## src/rtl/gate_sweep_pkg.sv

```systemverilog
// Shared types, sizing helpers and reference truth tables for the gate sweep sequencer.
package gate_sweep_pkg;

    typedef enum logic [1:0] {
        IDLE   = 2'd0,
        SETTLE = 2'd1,
        SAMPLE = 2'd2,
        DONE   = 2'd3
    } state_t;

    localparam int unsigned N_IN_DEFAULT   = 2;
    localparam int unsigned N_IN_MAX       = 6;
    localparam int unsigned SETTLE_DEFAULT = 1;

    function automatic int unsigned vec_count(input int unsigned n);
        return 32'd1 << n;
    endfunction

    // Counter must hold SETTLE_CYCLES itself, so size for SETTLE_CYCLES+1 states.
    function automatic int unsigned timer_width(input int unsigned settle);
        return (settle < 32'd2) ? 32'd1 : 32'($clog2(settle + 32'd1));
    endfunction

    // Reference tables for two-input gates; bit i is the output for vector i = {a, b}.
    localparam logic [3:0] TT_AND  = 4'b1000;
    localparam logic [3:0] TT_NAND = 4'b0111;
    localparam logic [3:0] TT_OR   = 4'b1110;
    localparam logic [3:0] TT_XOR  = 4'b0110;

endpackage

```

## src/rtl/gate_sweep_ctrl_settle_timer.sv

```systemverilog
// Loadable down-counter that times how long each vector is held before sampling.
module settle_timer
    import gate_sweep_pkg::*;
#(
    parameter int unsigned SETTLE_CYCLES = SETTLE_DEFAULT
) (
    input  logic clk,
    input  logic rst,
    input  logic load,
    input  logic dec,
    output logic zero_c
);

    localparam int unsigned CW = timer_width(SETTLE_CYCLES);

    logic [CW-1:0] count;

    always_ff @(posedge clk) begin
        if (rst) begin
            count <= '0;
        end else if (load) begin
            count <= CW'(SETTLE_CYCLES);
        end else if (dec && (count != '0)) begin
            count <= count - CW'(1);
        end
    end

    // Flags the decrement that brings the count to zero, i.e. the last settle cycle.
    assign zero_c = dec && (count == CW'(1));

endmodule

```

## src/rtl/gate_sweep_ctrl.sv

```systemverilog
// Exhaustive sweep sequencer for a combinational gate under test: drives every
// input vector, samples the gate output into a truth table and grades it.
module gate_sweep_ctrl
    import gate_sweep_pkg::*;
#(
    parameter int unsigned N_IN          = N_IN_DEFAULT,
    parameter int unsigned SETTLE_CYCLES = SETTLE_DEFAULT
) (
    input  logic                        clk,
    input  logic                        rst,
    input  logic                        start,
    input  logic [vec_count(N_IN)-1:0]  expected,
    output logic [N_IN-1:0]             gut_in,
    input  logic                        gut_out,
    output logic                        busy,
    output logic                        done,
    output logic [vec_count(N_IN)-1:0]  truth_table,
    output logic                        pass,
    output logic [N_IN:0]               mismatch_count
);

    localparam int unsigned VEC = vec_count(N_IN);
    localparam int unsigned IW  = N_IN;
    localparam int unsigned MW  = N_IN + 1;

    if ((N_IN < 1) || (N_IN > N_IN_MAX)) begin : g_bad_n_in
        $error("gate_sweep_ctrl: N_IN must be in 1..6");
    end
    if (SETTLE_CYCLES < 1) begin : g_bad_settle
        $error("gate_sweep_ctrl: SETTLE_CYCLES must be at least 1");
    end

    state_t         state;
    state_t         state_next;
    logic [IW-1:0]  idx;
    logic [VEC-1:0] expected_lat;
    logic [MW-1:0]  diff_count;
    logic           accept;
    logic           sample;
    logic           last;
    logic           finish;
    logic           timer_load;
    logic           timer_dec;
    logic           settle_zero;

    settle_timer #(
        .SETTLE_CYCLES (SETTLE_CYCLES)
    ) u_settle_timer (
        .clk    (clk),
        .rst    (rst),
        .load   (timer_load),
        .dec    (timer_dec),
        .zero_c (settle_zero)
    );

    always_ff @(posedge clk) begin
        if (rst) begin
            state <= IDLE;
        end else begin
            state <= state_next;
        end
    end

    always_comb begin
        state_next = state;
        case (state)
            IDLE:    if (start) state_next = SETTLE;
            SETTLE:  if (settle_zero) state_next = SAMPLE;
            SAMPLE:  state_next = last ? DONE : SETTLE;
            DONE:    state_next = IDLE;
            default: state_next = IDLE;
        endcase
    end

    // Control strobes decoded from the current state.
    always_comb begin
        accept     = 1'b0;
        sample     = 1'b0;
        finish     = 1'b0;
        timer_dec  = 1'b0;
        last       = (idx == IW'(VEC - 1));
        case (state)
            IDLE:    accept    = start;
            SETTLE:  timer_dec = 1'b1;
            SAMPLE:  sample    = 1'b1;
            DONE:    finish    = 1'b1;
            default: ;
        endcase
        timer_load = accept || (sample && !last);
    end

    // Popcount of captured-vs-expected differences; MW bits cover the all-wrong case.
    always_comb begin
        diff_count = '0;
        for (int unsigned i = 0; i < VEC; i++) begin
            diff_count = diff_count + MW'(truth_table[i] ^ expected_lat[i]);
        end
    end

    always_ff @(posedge clk) begin
        if (rst) begin
            idx            <= '0;
            gut_in         <= '0;
            busy           <= 1'b0;
            done           <= 1'b0;
            truth_table    <= '0;
            expected_lat   <= '0;
            pass           <= 1'b0;
            mismatch_count <= '0;
        end else begin
            done <= finish;
            if (accept) begin
                expected_lat   <= expected;
                truth_table    <= '0;
                pass           <= 1'b0;
                mismatch_count <= '0;
                idx            <= '0;
                gut_in         <= '0;
                busy           <= 1'b1;
            end
            if (sample) begin
                truth_table[idx] <= gut_out;
                if (!last) begin
                    idx    <= idx + IW'(1);
                    gut_in <= idx + IW'(1);
                end
            end
            if (finish) begin
                busy           <= 1'b0;
                gut_in         <= '0;
                pass           <= (truth_table == expected_lat);
                mismatch_count <= diff_count;
            end
        end
    end

endmodule

```

## config.mk

```make
export PLATFORM = sky130hd
export DESIGN_NAME = gate_sweep_ctrl
export DESIGN_NICKNAME = d
export VERILOG_FILES = /design/src/rtl/gate_sweep_pkg.sv /design/src/rtl/gate_sweep_ctrl_settle_timer.sv /design/src/rtl/gate_sweep_ctrl.sv
export SDC_FILE = /design/constraint.sdc
export NUM_CORES = 1
export LEC_CHECK = 0
export CORE_UTILIZATION = 47
export CTS_CLUSTER_DIAMETER = 200
export DETAILED_ROUTE_END_ITERATION = 12
export DONT_BUFFER_PORTS = 1
export PLACE_DENSITY = 0.67
export SETUP_SLACK_MARGIN = 0.1
export SYNTH_ARGS = -nofsm -noshare
export SYNTH_HDL_FRONTEND = slang
export SYNTH_SLANG_ARGS = --single-unit
```

## constraint.sdc

```tcl
create_clock -name clk -period 2.65 [get_ports clk]
set_clock_uncertainty 0.1 [all_clocks]
set_input_delay 0.265 -clock clk [delete_from_list [all_inputs] [get_ports clk]]
set_output_delay 0.265 -clock clk [all_outputs]
set_load 0.02 [all_outputs]
```

==> results of run 1 <==
==> state kept, by name, summed over array words and instances, names as in the netlist <==
signal and count:
idx 2, gut_in 2, pass 1, expected_lat 4
truth_table 4, state 2, u_settle_timer.count 1, busy 1
mismatch_count 3, done 1
==> metal layers <==
| metal | track usage | wire [µm] | vias to the layer above |
|---|---|---|---|
| met1 | 0.2746 | 1050 | 385 |
| met3 | 0.05864 | 160 | 5 |
| met2 | 0.2793 | 914 | 30 |
| met4 | 0.1286 | 57 | 0 |
| met5 | 0 | 0 | - |
| li1 | - | - | 438 |
==> area by class of cell <==
type                       instances  area (µm²)  share of cell area
sequential                        21       420.4              0.3676
inverter                          10       37.54             0.03282
multi-input combinational         89       568.0              0.4967
tap                               27       33.78             0.02954
clock buffer                       4       26.28             0.02298
timing repair buffer               6       57.56             0.05033
==> how the worst max path moves through the flow <==
stage                         to  slack, ns
2_1_floorplan  mismatch_count[1]       0.60
4_1_cts        mismatch_count[1]       0.47
5_1_grt        mismatch_count[1]       0.32
3_5_place_dp   mismatch_count[1]       0.48
3_3_place_gp   mismatch_count[1]       0.54
6_report       mismatch_count[1]       0.48
==> critical path, cell delays in order (launching register included) <==
cell     delay [ns]
dfxtp_1        0.51
xnor2_1        0.16
fa_1           0.54
inv_1          0.04
ha_1           0.19
ha_1           0.26
nor2_1         0.04
nor4_1         0.24
==> where the power goes <==
part / total, mW / switching, mW / internal (mW)
combinational: 0.0662 / 0.0350 / 0.0313
sequential: 0.343 / 0.0173 / 0.326
clock: 0.153 / 0.0946 / 0.0588
total: 0.563 / 0.147 / 0.416
==> per-stage QoR <==
step / area (µm²) / hold slack, ns / util / power, mW / setup slack, ns
after floorplan: 1065 / 0.3010 / - / 0.3990 / 0.5992
after global placement: 1067 / 0.2367 / 0.5227 / 0.4065 / 0.5431
after detailed placement: 1067 / 0.2379 / 0.5227 / 0.4072 / 0.4758
after CTS: 1144 / 0.02430 / 0.5600 / 0.5690 / 0.4747
after global routing: 1144 / 0.02641 / 0.5600 / 0.6005 / 0.3237
final: 1144 / 0.02881 / 0.5600 / 0.5628 / 0.4755
==> what timing repair did <==
item,4_1_cts,5_1_grt
hold buffers,5,0
endpoints found under the hold margin,15,0
setup buffers,0,0
setup endpoints to repair,0,0
==> synth_stat cells (all sizes together) <==
library cell  number
a31oi              5
nand4b             2
nor4               3
nor2b              1
o21ai              8
a21o               1
buf                5
nand2             14
nand3              6
inv               10
or3b               1
fa                 1
o21bai             2
o32ai              1
ha                 7
clkbuf             2
dfxtp             21
nand2b             6
nand3b             3
and4bb             1
a21oi             14
xnor2              4
nor3b              1
nor2               8
==> kinds of logic (layout without fill, tap and decap cells) <==
logic type,after synthesis,count (layout),synth area share
AOI/OAI and AO/OA,31,31,0.1657
xor gates and xnor gates,4,4,0.03290
adders and majority gates,8,8,0.1011
buffers and inverters,17,20,0.07169
DFF,21,21,0.3948
and+or+nand+nor,46,46,0.2339
==> key figures, run 1 <==
Outcome
  – Status: finished, final reports clean

Synthesis
  – Synth top area share: 0.3948
  – Leading area contributor after synthesis: dfxtp_1
  – Synth unique cells: 26
  – Synth top area cells: dfxtp_1, ha_1, a21oi_1
  – Seq cells post-synth: 21
  – Mapped Nets: 143
  – Synth Area per Inst: 8.384 µm²
  – Syn Inst Count: 127
  – Seq/Total Area, Yosys: 0.3948
  – Syn Std Cell Area: 0.001065 mm²
  – Ys Warns: 0

STA
  – Unrepaired setup endpoints after global routing: false
  – Max Clock Freq: 459.9 MHz
  – # setup viols final: 0
  – Period utilisation layout: 0.8206
  – Final Max Slew Viols: 0
  – Final hold vios: 0
  – Slew HR: 0.5992
  – Worst-margin pin slew: 0.5993 ns
  – Setup tns final: 0 ns
  – Min Tclk post-route: 2.174 ns

Placed design
  – PortBufs: 0
  – Final HPWL DP: about 1.5 mm
  – GPL Wtd Cong: between 0.7 and 0.8
  – Inst Count DP: 148

Clocking
  – CTS root buffer: clkbuf_4
  – Cts bufs inserted: 3
  – Gates resized, CTS repair: 0
  – Worst-path clk slew: 0.12 ns
  – CTS tree: done
  – # H-tree levels: 1
  – Clk_lat worst skew: between 0.3 and 0.4 ns
  – Max Root-Sink Buffers: 2
  – CTS sink count: 21

Global routing
  – Total grt overflow: 0
  – Antenna violations before repair: 0
  – Vias in the first global route: 801
  – Global-route usage over all layers: 0.2035
  – Global-route wire length before repair: 3.774 mm
  – Largest net degree at the start of global routing: 19

Layout
  – Cell Count, Final, Fillers Out: 157
  – Diodes inserted: 0
  – Syn-to-layout area delta: 7.403%
  – Final net count: approximately 150
  – FILL cells: 194
  – Most common cell after layout, fill and taps aside: dfxtp_1
  – Most frequent cells in the layout: dfxtp_1, nand2_1, a21oi_1
  – Share of cells above drive strength 1: 0.05385

Pwr
  – VDD IR-drop max: between 200 and 250 µV
  – PwrDens: 492.1 mW/mm²
  – Leak pwr: 0.4345 nW

Drt
  – First-pass DRT Iterations: 4
  – Post-Route WL: around 2.2 mm
  – WL/cell: 13.90 µm
  – DR DRC count: 0
  – Initial detailed-routing violation count: 18
  – Antenna-violating nets left: 0
  – Vias/cell: ~5.5
  – Vias: 858

Worst setup path
  – Critical path origin: truth_table[0]
  – Arrival @ worst endpoint: 2.30 ns
  – Critical Path End Type: register
  – Crit path max fanout: 3
  – Worst r2r src: truth_table[0]
  – Kind of critical path: register to register
  – Reg2reg setup slack: between 0.4 and 0.5 ns
  – Logic depth of the worst register-to-register path: 7
  – R2r endpoint: mismatch_count[1]
  – Critical Path Source Type: register
  – Critical Path RT: 2.78 ns

Die
  – Core area: 0.002042 mm²
  – Width of the die: ~50 µm
  – Row count: 16
  – Starting Density: 0.5214
  – Number of top-level pins: 20
  – Die area: 0.002460 mm²
  – Vert. Die Dim: 49.60 µm

Job
  – Max-capacitance violation count: 0

Worst hold path
  – Hold depth: 2
  – Hold Path Sink: truth_table[3]
  – Hold Startpoint: gut_out
  – Worst Hold Class: input pin to register
(Power assumes the default switching activity.)
==> run 2, diff against run 1 <==
==> constraint.sdc (replaced) <==
create_clock -name clk -period 2.3 [get_ports clk]
set_clock_uncertainty 0.1 [all_clocks]
set_input_delay 0.23 -clock clk [delete_from_list [all_inputs] [get_ports clk]]
set_output_delay 0.23 -clock clk [all_outputs]
set_load 0.02 [all_outputs]
==> run 2 against run 1 <==
Effect of this change:
- register-to-register slack worse by 0.20 ns
- wire length is 4.0% higher
- first-iteration DRC count stayed put
- largest cell class unchanged
- via count is 3.0% higher
==> key figures, run 2 (synthesis results as in run 1) <==
Clocking
  – CTS tree: done
  – Max Root-Sink Buffers: 2
  – # H-tree levels: 1
  – CTS sink count: 21
  – CTS root buffer: clkbuf_4
  – Worst-path clk slew: between 0.1 and 0.15 ns
  – Clk_lat worst skew: 0.31 ns
  – Gates resized, CTS repair: 0
  – Cts bufs inserted: 3

Pwr
  – Sw frac: 0.2696
  – Leak pwr: 0.4626 nW
  – PwrDens: 557.4 mW/mm²
  – VDD IR-drop max: around 420 µV
  – Power Internal: slightly below 0.5 mW
  – Switching power: 0.1779 mW
  – Sequential Power Share: 0.597
  – Clk pwr share: 0.278
  – Combinational fraction of design power: 0.125

Die
  – Die area: between 0.002 and 0.0025 mm²
  – Row count: 16
  – Starting Density: 0.5214
  – Core area: 0.002042 mm²
  – Width of the die: 49.60 µm
  – Number of top-level pins: 20
  – Vert. Die Dim: 49.60 µm

Worst setup path
  – Critical Path Source Type: register
  – Kind of critical path: register to register
  – CP Cell Sequence: xnor2_1 -> fa_1 -> inv_1 -> ha_1 -> ha_1 -> nor2_1 -> nor4_1
  – Arrival @ worst endpoint: 2.15 ns
  – Slowest stage delay, CP: 0.55 ns
  – Crit path max fanout: 2
  – Crit path buf inv count: 1
  – Critical Path End Type: register
  – Worst-path cell with the longest stage delay: fa_1
  – Crit path max-delay family: adder cells
  – Most used cell, CP: ha_1
  – Critical Path RT: 2.42 ns

STA
  – Final Max Slew Viols: 0
  – Slew HR: 0.5551
  – Setup tns final: 0 ns
  – Unrepaired setup endpoints after global routing: false
  – # setup viols final: 0
  – Max Clock Freq: 492.8 MHz
  – Min Tclk post-route: slightly above 2 ns
  – Period utilisation layout: 0.8822
  – Final hold vios: 0
  – Worst-margin pin slew: 0.6652 ns
  – Hold Slack: 0.1022 ns

Outcome
  – Status: finished, final reports clean

Drt
  – First-pass DRT Iterations: 4
  – Vias: 884
  – Antenna-violating nets left: 0
  – WL/cell: 14.01 µm
  – Initial detailed-routing violation count: 18
  – Post-Route WL: around 2.3 mm
  – DR DRC count: 0
  – Vias/cell: 5.457

Layout
  – Most common cell after layout, fill and taps aside: dfxtp_1
  – Share of cells above drive strength 1: 0.08148
  – Syn-to-layout area delta: 11.16%
  – Most frequent cells in the layout: dfxtp_1, nand2_1, a21oi_1
  – Final net count: between 150 and 200
  – Cell Count, Final, Fillers Out: 162
  – Diodes inserted: 0
  – Largest regs: expected_lat: 4 flops, truth_table: 4 flops, mismatch_count: 3 flops

Global routing
  – Antenna violations before repair: 0
  – Vias in the first global route: 860
  – Global-route wire length before repair: between 3 and 4 mm
  – Total grt overflow: 0
  – Global-route usage over all layers: 0.2079
  – Largest net degree at the start of global routing: 20

Job
  – Max-capacitance violation count: 0

Placed design
  – GPL Wtd Cong: 0.7387
  – Inst Count DP: 152
  – PortBufs: 0
  – Final HPWL DP: 1.568 mm

Worst hold path
  – Worst Hold Class: input pin to register
## run 2: metal layers
layer / vias to the layer above / global-route usage / share of wire
met5: - / 0 / 0
met4: 0 / 0.04286 / 0.0066
met3: 2 / 0.07716 / 0.074
met2: 25 / 0.3311 / 0.46
met1: 407 / 0.2665 / 0.46
li1: 450 / - / -
## run 2: cell type report
type	count	area, µm²
Tap cell	27	33.78
Inverter	10	37.54
Fill cell	201	858.3
Multi-Input combinational cell	89	568.0
Timing Repair Buffer	11	97.59
Sequential cell	21	420.4
Clock buffer	4	26.28
## run 2: repair_timing
item,CTS,global route
setup buffers,0,0
endpoints found under the hold margin,19,0
hold buffers,6,0
endpoints found under the setup margin,0,0
## run 2: through the flow
step / util / worst slack, ns / area [µm²] / total power [mW]
5_1_grt: 0.5797 / 0.1459 / 1184 / 0.6913
3_3_place_gp: 0.5374 / 0.3648 / 1097 / 0.4689
6_report: 0.5797 / 0.2709 / 1184 / 0.6598
4_1_cts: 0.5797 / 0.2673 / 1184 / 0.6649
2_1_floorplan: - / 0.2492 / 1065 / 0.4597
3_5_place_dp: 0.5374 / 0.2766 / 1097 / 0.4723
## run 2: path summary, 6_finish.rpt
check                   from  depth (start not counted)  slack [ns]                 to
min                      rst                          2        0.10          gut_in[0]
max reg2reg  expected_lat[0]                          7        0.27  mismatch_count[1]
min reg2reg  expected_lat[3]                          2        0.40    expected_lat[3]
max          expected_lat[0]                          7        0.27  mismatch_count[1]
## run 2: power by group through the flow
stage                     clock network, mW  registers (mW)  logic [mW]
final                                 0.183           0.394      0.0827
after global routing                  0.201           0.397      0.0939
after CTS                             0.188           0.394      0.0826
after detailed placement                  0           0.403      0.0697
after global placement                    0           0.401      0.0674
after floorplan                           0           0.395      0.0644
==> run 3, diff against run 2 <==
--- a/config.mk
+++ b/config.mk
@@ -5,12 +5,14 @@
 export SDC_FILE = /design/constraint.sdc
 export NUM_CORES = 1
 export LEC_CHECK = 0
-export CORE_UTILIZATION = 47
+export CORE_UTILIZATION = 45
+export CTS_BUF_LIST = sky130_fd_sc_hd__clkbuf_4 sky130_fd_sc_hd__clkbuf_8 sky130_fd_sc_hd__clkbuf_16
 export CTS_CLUSTER_DIAMETER = 200
 export DETAILED_ROUTE_END_ITERATION = 12
 export DONT_BUFFER_PORTS = 1
-export PLACE_DENSITY = 0.67
+export PLACE_DENSITY = 0.65
 export SETUP_SLACK_MARGIN = 0.1
 export SYNTH_ARGS = -nofsm -noshare
 export SYNTH_HDL_FRONTEND = slang
 export SYNTH_SLANG_ARGS = --single-unit
+export TNS_END_PERCENT = 100
==> run 3 against run 2 <==
Effect of this change:
- via count increased by 3.7%
- design area rose by 1.3%
- clock-buffer cell count is the same
- non-clock buffer count up 1
- global-route usage grew 0.088 points
==> key figures, run 3 (synthesis results as in run 1) <==
Clocking
  – Max Root-Sink Buffers: 2
  – Cts bufs inserted: 3
  – # H-tree levels: 1
  – Gates resized, CTS repair: 0
  – CTS sink count: 21
  – Postcts setup bufs: 0
  – CTS Hold Bufs: 7
  – Worst-path clk slew: 0.12 ns
  – Clk_lat worst skew: about 0.31 ns
  – CTS tree: done
  – CTS root buffer: clkbuf_4

Worst setup path
  – Worst-path cell with the longest stage delay: fa_1
  – Kind of critical path: register to register
  – Crit path max fanout: 2
  – Crit path max-delay family: adder cells
  – Crit path buf inv count: 1
  – CP Cell Sequence: xnor2_1 -> fa_1 -> inv_1 -> ha_1 -> ha_1 -> nor2_1 -> nor4_1
  – Most used cell, CP: ha_1
  – Critical Path End Type: register
  – Slowest stage delay, CP: approximately 0.55 ns
  – Critical Path Source Type: register
  – Critical Path RT: 2.42 ns
  – Arrival @ worst endpoint: about 2.1 ns

Global routing
  – Global-route usage over all layers: 0.2088
  – Largest net degree at the start of global routing: 17
  – Vias in the first global route: 860
  – Antenna violations before repair: 0
  – Total grt overflow: 0
  – Global-route wire length before repair: just under 4 mm

Outcome
  – Status: finished, final reports clean

Placed design
  – PortBufs: 0
  – GPL Wtd Cong: 0.7838
  – Final HPWL DP: 1.638 mm
  – Inst Count DP: 153
  – Placed inst area: roughly 0.0011 mm²

Pwr
  – Sequential Power Share: 0.589
  – PwrDens: between 500 and 600 mW/mm²
  – VDD IR-drop max: 322.0 µV
  – Clk pwr share: 0.287
  – Combinational fraction of design power: 0.124
  – Switching power: 0.1745 mW
  – Leak pwr: 0.4680 nW
  – Power Internal: 0.4945 mW
  – Sw frac: 0.2609

Layout
  – Diodes inserted: 0
  – Cell Count, Final, Fillers Out: around 160
  – Most frequent cells in the layout: dfxtp_1, nand2_1, a21oi_1
  – Fin area: 0.001199 mm²
  – Most common cell after layout, fill and taps aside: dfxtp_1
  – Syn-to-layout area delta: 12.57%
  – Final net count: about 150
  – Largest regs: expected_lat: 4 flops, truth_table: 4 flops, mismatch_count: 3 flops
  – FILL cells: 220
  – Share of cells above drive strength 1: 0.08824

STA
  – Final Max Slew Viols: 0
  – Min Tclk post-route: 2.017 ns
  – Max Clock Freq: around 500 MHz
  – # setup viols final: 0
  – Hold Slack: 0.01881 ns
  – Slew HR: 0.6067
  – Setup tns final: 0 ns
  – Period utilisation layout: 0.8768
  – Final hold vios: 0
  – Worst-margin pin slew: 0.5881 ns
  – Unrepaired setup endpoints after global routing: false

Die
  – Width of the die: roughly 50 µm
  – Vert. Die Dim: slightly above 50 µm
  – Starting Density: 0.4813
  – Die area: 0.002565 mm²
  – Row count: 17
  – Core area: 0.002212 mm²
  – Number of top-level pins: 20

Worst hold path
  – Worst Hold Class: input pin to register

Job
  – Max-capacitance violation count: 0

Drt
  – Vias: around 920
  – Initial detailed-routing violation count: 17
  – Antenna-violating nets left: 0
  – DR DRC count: 0
  – First-pass DRT Iterations: 4
  – Post-Route WL: 2.328 mm
  – Vias/cell: 5.591
  – WL/cell: 14.20 µm
## run 3: cell count changes in the layout (fill, tap and decap cells not counted)
| cell | change |
|---|---|
| dlygate4sd3_1 | +1 |
| clkbuf_4 | +1 |
| clkbuf_1 | -1 |
## run 3: final cells by class
type | instances | area (µm²) | share of cell area
clock buffers | 4 | 30.03 | 0.02505
inverters | 10 | 37.54 | 0.03132
multi-input cells | 89 | 568.0 | 0.4739
flip-flops and latches | 21 | 420.4 | 0.3507
well taps | 28 | 35.03 | 0.02923
repair buffers | 12 | 107.6 | 0.08977
## run 3: stage by stage
stage                     worst slack, ns    util  total power [mW]
after floorplan                    0.2492       -            0.4597
after global placement             0.3700  0.4966            0.4685
after detailed placement           0.2648  0.4966            0.4725
after CTS                          0.2615  0.5419            0.6808
after global routing               0.1563  0.5419            0.7028
final                              0.2833  0.5419            0.6691
## run 3: worst reg2reg max path: stages, from the launching register on
cell     delay, ns
dfxtp_1       0.34
xnor2_1       0.17
fa_1          0.55
inv_1         0.04
ha_1          0.18
ha_1          0.26
nor2_1        0.04
nor4_1        0.25
## run 3: layer usage
layer / track usage / vias up / wire length, µm
met1: 0.2491 / 440 / 1046
met3: 0.04545 / 2 / 124
met4: 0.09259 / 0 / 29
met5: 0 / - / 0
li1: - / 453 / -
met2: 0.3556 / 22 / 1128
## run 3: power groups by stage
stage	combinational, mW	clock [mW]	sequential [mW]
final	0.0832	0.192	0.394
after global placement	0.0670	0	0.401
after global routing	0.0950	0.211	0.396
after detailed placement	0.0700	0	0.402
after floorplan	0.0644	0	0.395
after CTS	0.0838	0.203	0.394
## run 3: worst paths after layout
path                   start  slack [ns]  depth (start not counted)                 to
min reg2reg  expected_lat[3]        0.41                          2    expected_lat[3]
max          expected_lat[0]        0.28                          7  mismatch_count[1]
max reg2reg  expected_lat[0]        0.28                          7  mismatch_count[1]
min                      rst        0.02                          2     truth_table[0]
